[config.mk]
export PLATFORM = sky130hd
export DESIGN_NAME = cluster_overflow_ctrl
export DESIGN_NICKNAME = d
export VERILOG_FILES = /design/src/rtl/cluster_overflow_ctrl.sv
export SDC_FILE = /design/constraint.sdc
export NUM_CORES = 1
export LEC_CHECK = 0
export ABC_CLOCK_PERIOD_IN_PS = 3100
export CAP_MARGIN = 20
export CORE_MARGIN = 5
export CORE_UTILIZATION = 45
export CTS_CLUSTER_SIZE = 14
export DETAILED_ROUTE_END_ITERATION = 16
export PLACE_DENSITY = 0.7
export SYNTH_ARGS = -nofsm -noshare
export SYNTH_HDL_FRONTEND = slang
export SYNTH_SLANG_ARGS = --single-unit
[constraint.sdc]
create_clock -name clock -period 3.1 [get_ports clock]
set_clock_uncertainty 0.05 [all_clocks]
set_input_delay 0.62 -clock clock [delete_from_list [all_inputs] [get_ports clock]]
set_output_delay 0.62 -clock clock [all_outputs]
set_load 0.005 [all_outputs]
[src/rtl/cluster_overflow_ctrl.sv]
// Cluster count overflow supervisor: threshold compare, stretched flag,
// event counting and per-window peak/average occupancy.
module cluster_overflow_ctrl #(
  parameter int CNT_WIDTH   = 11,
  parameter int WINDOW_LOG2 = 10,
  parameter int EVT_WIDTH   = 16
) (
  input  logic                 clock,
  input  logic                 reset_n,
  input  logic                 enable_i,
  input  logic                 clear_i,
  input  logic [CNT_WIDTH-1:0] thresh_i,
  input  logic [7:0]           hold_i,
  input  logic [CNT_WIDTH-1:0] cnt_i,
  output logic                 overflow_o,
  output logic [1:0]           state_o,
  output logic [EVT_WIDTH-1:0] evt_cnt_o,
  output logic [CNT_WIDTH-1:0] peak_o,
  output logic [CNT_WIDTH-1:0] avg_o,
  output logic                 window_done_o
);

  localparam int AW = CNT_WIDTH + WINDOW_LOG2;

  typedef enum logic [1:0] {
    IDLE     = 2'd0,
    ARMED    = 2'd1,
    OVERFLOW = 2'd2,
    HOLDOFF  = 2'd3
  } state_t;

  state_t                 state;
  logic [7:0]             hold_cnt;
  logic                   over;
  logic                   evt_inc;
  logic                   run;
  logic                   win_last;
  logic [AW-1:0]          acc;
  logic [AW-1:0]          sum;
  logic [CNT_WIDTH-1:0]   run_peak;
  logic [CNT_WIDTH-1:0]   peak_nxt;
  logic [WINDOW_LOG2-1:0] win_cnt;

  assign over     = cnt_i > thresh_i;
  assign evt_inc  = enable_i && (state == ARMED) && over;
  assign run      = enable_i && (state != IDLE);
  assign win_last = &win_cnt;
  assign sum      = acc + AW'(cnt_i);
  assign peak_nxt = (cnt_i > run_peak) ? cnt_i : run_peak;
  assign state_o  = state;

  always_ff @(posedge clock or negedge reset_n) begin
    if (!reset_n) begin
      state      <= IDLE;
      overflow_o <= 1'b0;
      hold_cnt   <= '0;
    end else if (!enable_i) begin
      state      <= IDLE;
      overflow_o <= 1'b0;
    end else begin
      unique case (state)
        IDLE: begin
          state      <= ARMED;
          overflow_o <= 1'b0;
        end
        ARMED: begin
          if (over) begin
            state      <= OVERFLOW;
            overflow_o <= 1'b1;
          end
        end
        OVERFLOW: begin
          if (!over) begin
            if (hold_i == 8'd0) begin
              state      <= ARMED;
              overflow_o <= 1'b0;
            end else begin
              state    <= HOLDOFF;
              hold_cnt <= hold_i;
            end
          end
        end
        HOLDOFF: begin
          if (over) begin
            state <= OVERFLOW;
          end else if (hold_cnt == 8'd1) begin
            state      <= ARMED;
            overflow_o <= 1'b0;
          end else begin
            hold_cnt <= hold_cnt - 8'd1;
          end
        end
      endcase
    end
  end

  always_ff @(posedge clock or negedge reset_n) begin
    if (!reset_n) begin
      evt_cnt_o <= '0;
    end else if (clear_i) begin
      evt_cnt_o <= '0;
    end else if (evt_inc && !(&evt_cnt_o)) begin
      evt_cnt_o <= evt_cnt_o + EVT_WIDTH'(1);
    end
  end

  // Leaving the supervised states drops the partial window silently.
  always_ff @(posedge clock or negedge reset_n) begin
    if (!reset_n) begin
      acc           <= '0;
      run_peak      <= '0;
      win_cnt       <= '0;
      peak_o        <= '0;
      avg_o         <= '0;
      window_done_o <= 1'b0;
    end else begin
      window_done_o <= 1'b0;
      if (clear_i) begin
        acc      <= '0;
        run_peak <= '0;
        win_cnt  <= '0;
        peak_o   <= '0;
        avg_o    <= '0;
      end else if (!run) begin
        acc      <= '0;
        run_peak <= '0;
        win_cnt  <= '0;
      end else if (win_last) begin
        peak_o        <= peak_nxt;
        avg_o         <= sum[AW-1:WINDOW_LOG2];
        window_done_o <= 1'b1;
        acc           <= '0;
        run_peak      <= '0;
        win_cnt       <= '0;
      end else begin
        acc      <= sum;
        run_peak <= peak_nxt;
        win_cnt  <= win_cnt + WINDOW_LOG2'(1);
      end
    end
  end

endmodule

==> results.toml <==
[run_status]
outcome = "finished clean"

[power_and_ir_drop]
swShare = 0.281
powerDensity_nw_per_um2 = 425
ir_drop_mv = 0.235
p_leak_nw = 3.05
power_switching_uw = 827
p_seq_frac = 0.450
share_comb_of_total_power = 0.174
clkPwrFrac = 0.376
power.internal_mw = 2.12

[worst_setup_path]
rrSetupSlack_ns = 0.64
cp-start-kind = "primary input"
critPathKind = "in2reg"
worst-path-buf-inv = 2
end_kind = "flip-flop"
critPathMaxFanout = 5
ff2ff_path_depth = 10
slowest_stage = "clkdlybuf4s50_1"
crit_arrival_ns = 3.12
timing.rr.start = "acc[0]$_DFF_PN0_"
r2r-end = "avg_o[10]$_DFFE_PN0P_"
critPathTopFamily = "compound AO/OA/AOI/OAI gates"
cp.required_ns = 3.27
crit_chain = "clkdlybuf4s50_1 -> buf_4 -> ha_1 -> a2111oi_0 -> o21ai_1 -> a41oi_2 -> or2_1 -> xnor2_1 -> o21ai_0"
cp_slowest_stage_delay_ns = 0.49

[global_routing]
grt_pass1_vias = 4771
overflow = 0
grt_pass1_wl_um = 23400
grtUsageTotal = 0.199
antenna_found_initial = 0
grt_max_degree = 53

[die]
start_util = 0.454
dieArea_um2 = 14300
fp.coreArea_um2 = 11900
die_w_um = 120
rows = 40
io_pins = 76
die_h_um = 120

[placement]
gp_congestion = 0.853
dpl.hpwl_um = 10000
pre_cts_ws_ns = -0.188
port-buffer-count = 75
place_area_um2 = 6640

[routing]
wl_um = 13600
via_per_inst = 5.70
via_count = 4805
drtPass1Iterations = 5
drtIter0Drc = 369
ant_nets = 0
wl_per_cell_um = 16.1
drc = 0

[yosys]
ys_ff_latch = 92
synth_edf_count = 0
syn_inst = 577
synth_flop_cell = "dfrtp_1"
synthArstFlopShare = 1.00
syn_avg_cell_area_um2 = 9.38
synth_warnings = 0
synth_cell_types = 63
synth_fp_nets = 649
yosysSeqAreaShare = 0.425
syn_area_um2 = 5410

[clocking]
post_cts_resized = 0
clockRootBuffer = "clkbuf_16"
cts_tree = "done"
cts.clk_slew.worst_paths_ns = 0.06
htreeDepth = 3
clockBufferDepth = 2
numCtsBuffers = 9
clkLatencyLatePin_ns = 0.35
post-cts-setup-buffer-count = 0
cts_sinks = 92
holdBufCountCts = 0

[timing]
post-route-period-util = 0.951
clock.fmax_mhz = 339
fin_tns_setup_ns = 0
setup_violations = 0
final.setup.worst_slack_ns = 0.151
hold_viol_final = 0
slew_violations = 0
slew_headroom = 0.522
worst_pin_slew_ns = 0.717
rsz0062_at_grt = "no"
post-route-min-period_ns = 2.95

[cells_and_area]
n_fill_cell = 1019
utilization = 0.582
drive_above_1_share = 0.126
final_nets = 764
antenna-diode-count = 0
area_delta_synth_final_pct = 28.0
stdcell_area_um2 = 6930

[run]
cap_violations = 0

[min_path]
hold_path_class = "in2async"
## worst max path at each step
| stage | start | to | slack, ns | depth (start not counted) |
|---|---|---|---|---|
| detailed placement | cnt_i[6] | avg_o[1]$_DFFE_PN0P_ | -0.19 | 9 |
| CTS | cnt_i[6] | avg_o[1]$_DFFE_PN0P_ | 0.16 | 9 |
| floorplan | cnt_i[0] | avg_o[8]$_DFFE_PN0P_ | 0.41 | 9 |
| finish | cnt_i[6] | avg_o[1]$_DFFE_PN0P_ | 0.15 | 9 |
| global route | cnt_i[0] | avg_o[10]$_DFFE_PN0P_ | 0.004 | 11 |
| global placement | cnt_i[0] | evt_cnt_o[12]$_DFFE_PN0P_ | -0.11 | 10 |
## sequential cells by signal, indices dropped and copies added, names as in the netlist
| name | flops |
|---|---|
| hold_cnt | 8 |
| window_done_o | 1 |
| state_o | 2 |
| peak_o | 11 |
| acc | 21 |
| avg_o | 11 |
| evt_cnt_o | 16 |
| run_peak | 11 |
| overflow_o | 1 |
| win_cnt | 10 |
## synth_stat cells, types with 3 or more instances
library cell | instances | area share
a211oi_1 | 5 | 0.0069
nand2b_1 | 4 | 0.0046
nand4_1 | 11 | 0.013
mux2i_1 | 4 | 0.0074
nor2b_1 | 7 | 0.0081
inv_1 | 37 | 0.026
xor2_1 | 13 | 0.021
and3_1 | 11 | 0.013
nor4_1 | 4 | 0.0046
nand3_1 | 27 | 0.025
a21o_1 | 5 | 0.0069
ha_1 | 37 | 0.086
and2_1 | 11 | 0.013
xnor2_1 | 15 | 0.024
a31oi_1 | 4 | 0.0046
or4_1 | 4 | 0.0055
nor2_1 | 61 | 0.042
or2_2 | 3 | 0.0035
a221o_1 | 11 | 0.020
and4_1 | 3 | 0.0049
nor3_1 | 21 | 0.019
or3_1 | 5 | 0.0058
o21a_1 | 6 | 0.0083
o21ai_0 | 33 | 0.031
o311ai_0 | 4 | 0.0065
clkbuf_1 | 8 | 0.0055
nand2_1 | 34 | 0.024
a21oi_1 | 28 | 0.026
dfrtp_1 | 92 | 0.43
o31ai_1 | 12 | 0.017
buf_2 | 12 | 0.011
## logic make-up after synthesis
group / after synthesis / synth area share
XOR/XNOR: 28 / 0.0453
adder cells (fa/ha/maj): 38 / 0.0892
buffers and inverters: 60 / 0.0458
flip-flops: 92 / 0.425
AO/OA/AOI/OAI: 133 / 0.169
AND/OR/NAND/NOR: 218 / 0.208
multiplexers: 8 / 0.0171
## layout make-up
type	instances	area, um2	area share
Timing Repair Buffer	127	1150	0.166
Multi-Input combinational cell	425	2860	0.413
Clock buffer	9	225	0.0325
Clock inverter	6	66.3	0.00957
Sequential cell	92	2300	0.332
Tap cell	147	184	0.0265
Inverter	37	139	0.0200
## stage by stage
| step | total power [mW] | hold WS [ns] | instances |
|---|---|---|---|
| 2_1_floorplan | 1.62 | 0.274 | 577 |
| 3_3_place_gp | 1.83 | 0.420 | 828 |
| 3_5_place_dp | 1.86 | 0.425 | 828 |
| 4_1_cts | 2.97 | 0.289 | 843 |
| 5_1_grt | 3.09 | 0.340 | 843 |
| 6_report | 2.94 | 0.275 | 843 |
## power by group through the flow
| stage | Combinational (mW) | Clock (mW) | Sequential [mW] |
|---|---|---|---|
| 2_1_floorplan | 0.292 | 0 | 1.33 |
| 3_5_place_dp | 0.510 | 0 | 1.35 |
| 5_1_grt | 0.579 | 1.18 | 1.33 |
| 6_report | 0.511 | 1.11 | 1.33 |
| 4_1_cts | 0.515 | 1.13 | 1.32 |
| 3_3_place_gp | 0.489 | 0 | 1.34 |
## layout by cell type (no fill, tap or decap), types with 27 or more instances in the layout
master / Yosys / routed
nor2_1: 61 / 61
a21oi_1: 28 / 28
inv_1: 37 / 37
ha_1: 37 / 37
buf_4: 0 / 52
nand3_1: 27 / 27
nand2_1: 34 / 34
dfrtp_1: 92 / 92
o21ai_0: 33 / 33
clkdlybuf4s50_1: 0 / 74
## worst reg2reg max path, cell delays in order, from the launching register on
cell,delay (ns)
dfrtp_1,0.37
ha_1,0.20
inv_1,0.07
fa_1,0.19
nor2b_1,0.07
o31ai_2,0.33
a211oi_2,0.16
buf_4,0.18
o311ai_0,0.37
xor2_1,0.22
o21ai_0,0.12
## metal layers
metal	global-route usage	vias up	part of all wire
met5	0	-	0
met4	0.0565	0	0.013
met3	0.0335	15	0.047
met2	0.328	118	0.48
met1	0.271	2364	0.46
li1	-	2308	-
Power figures use the tool's default switching activity.
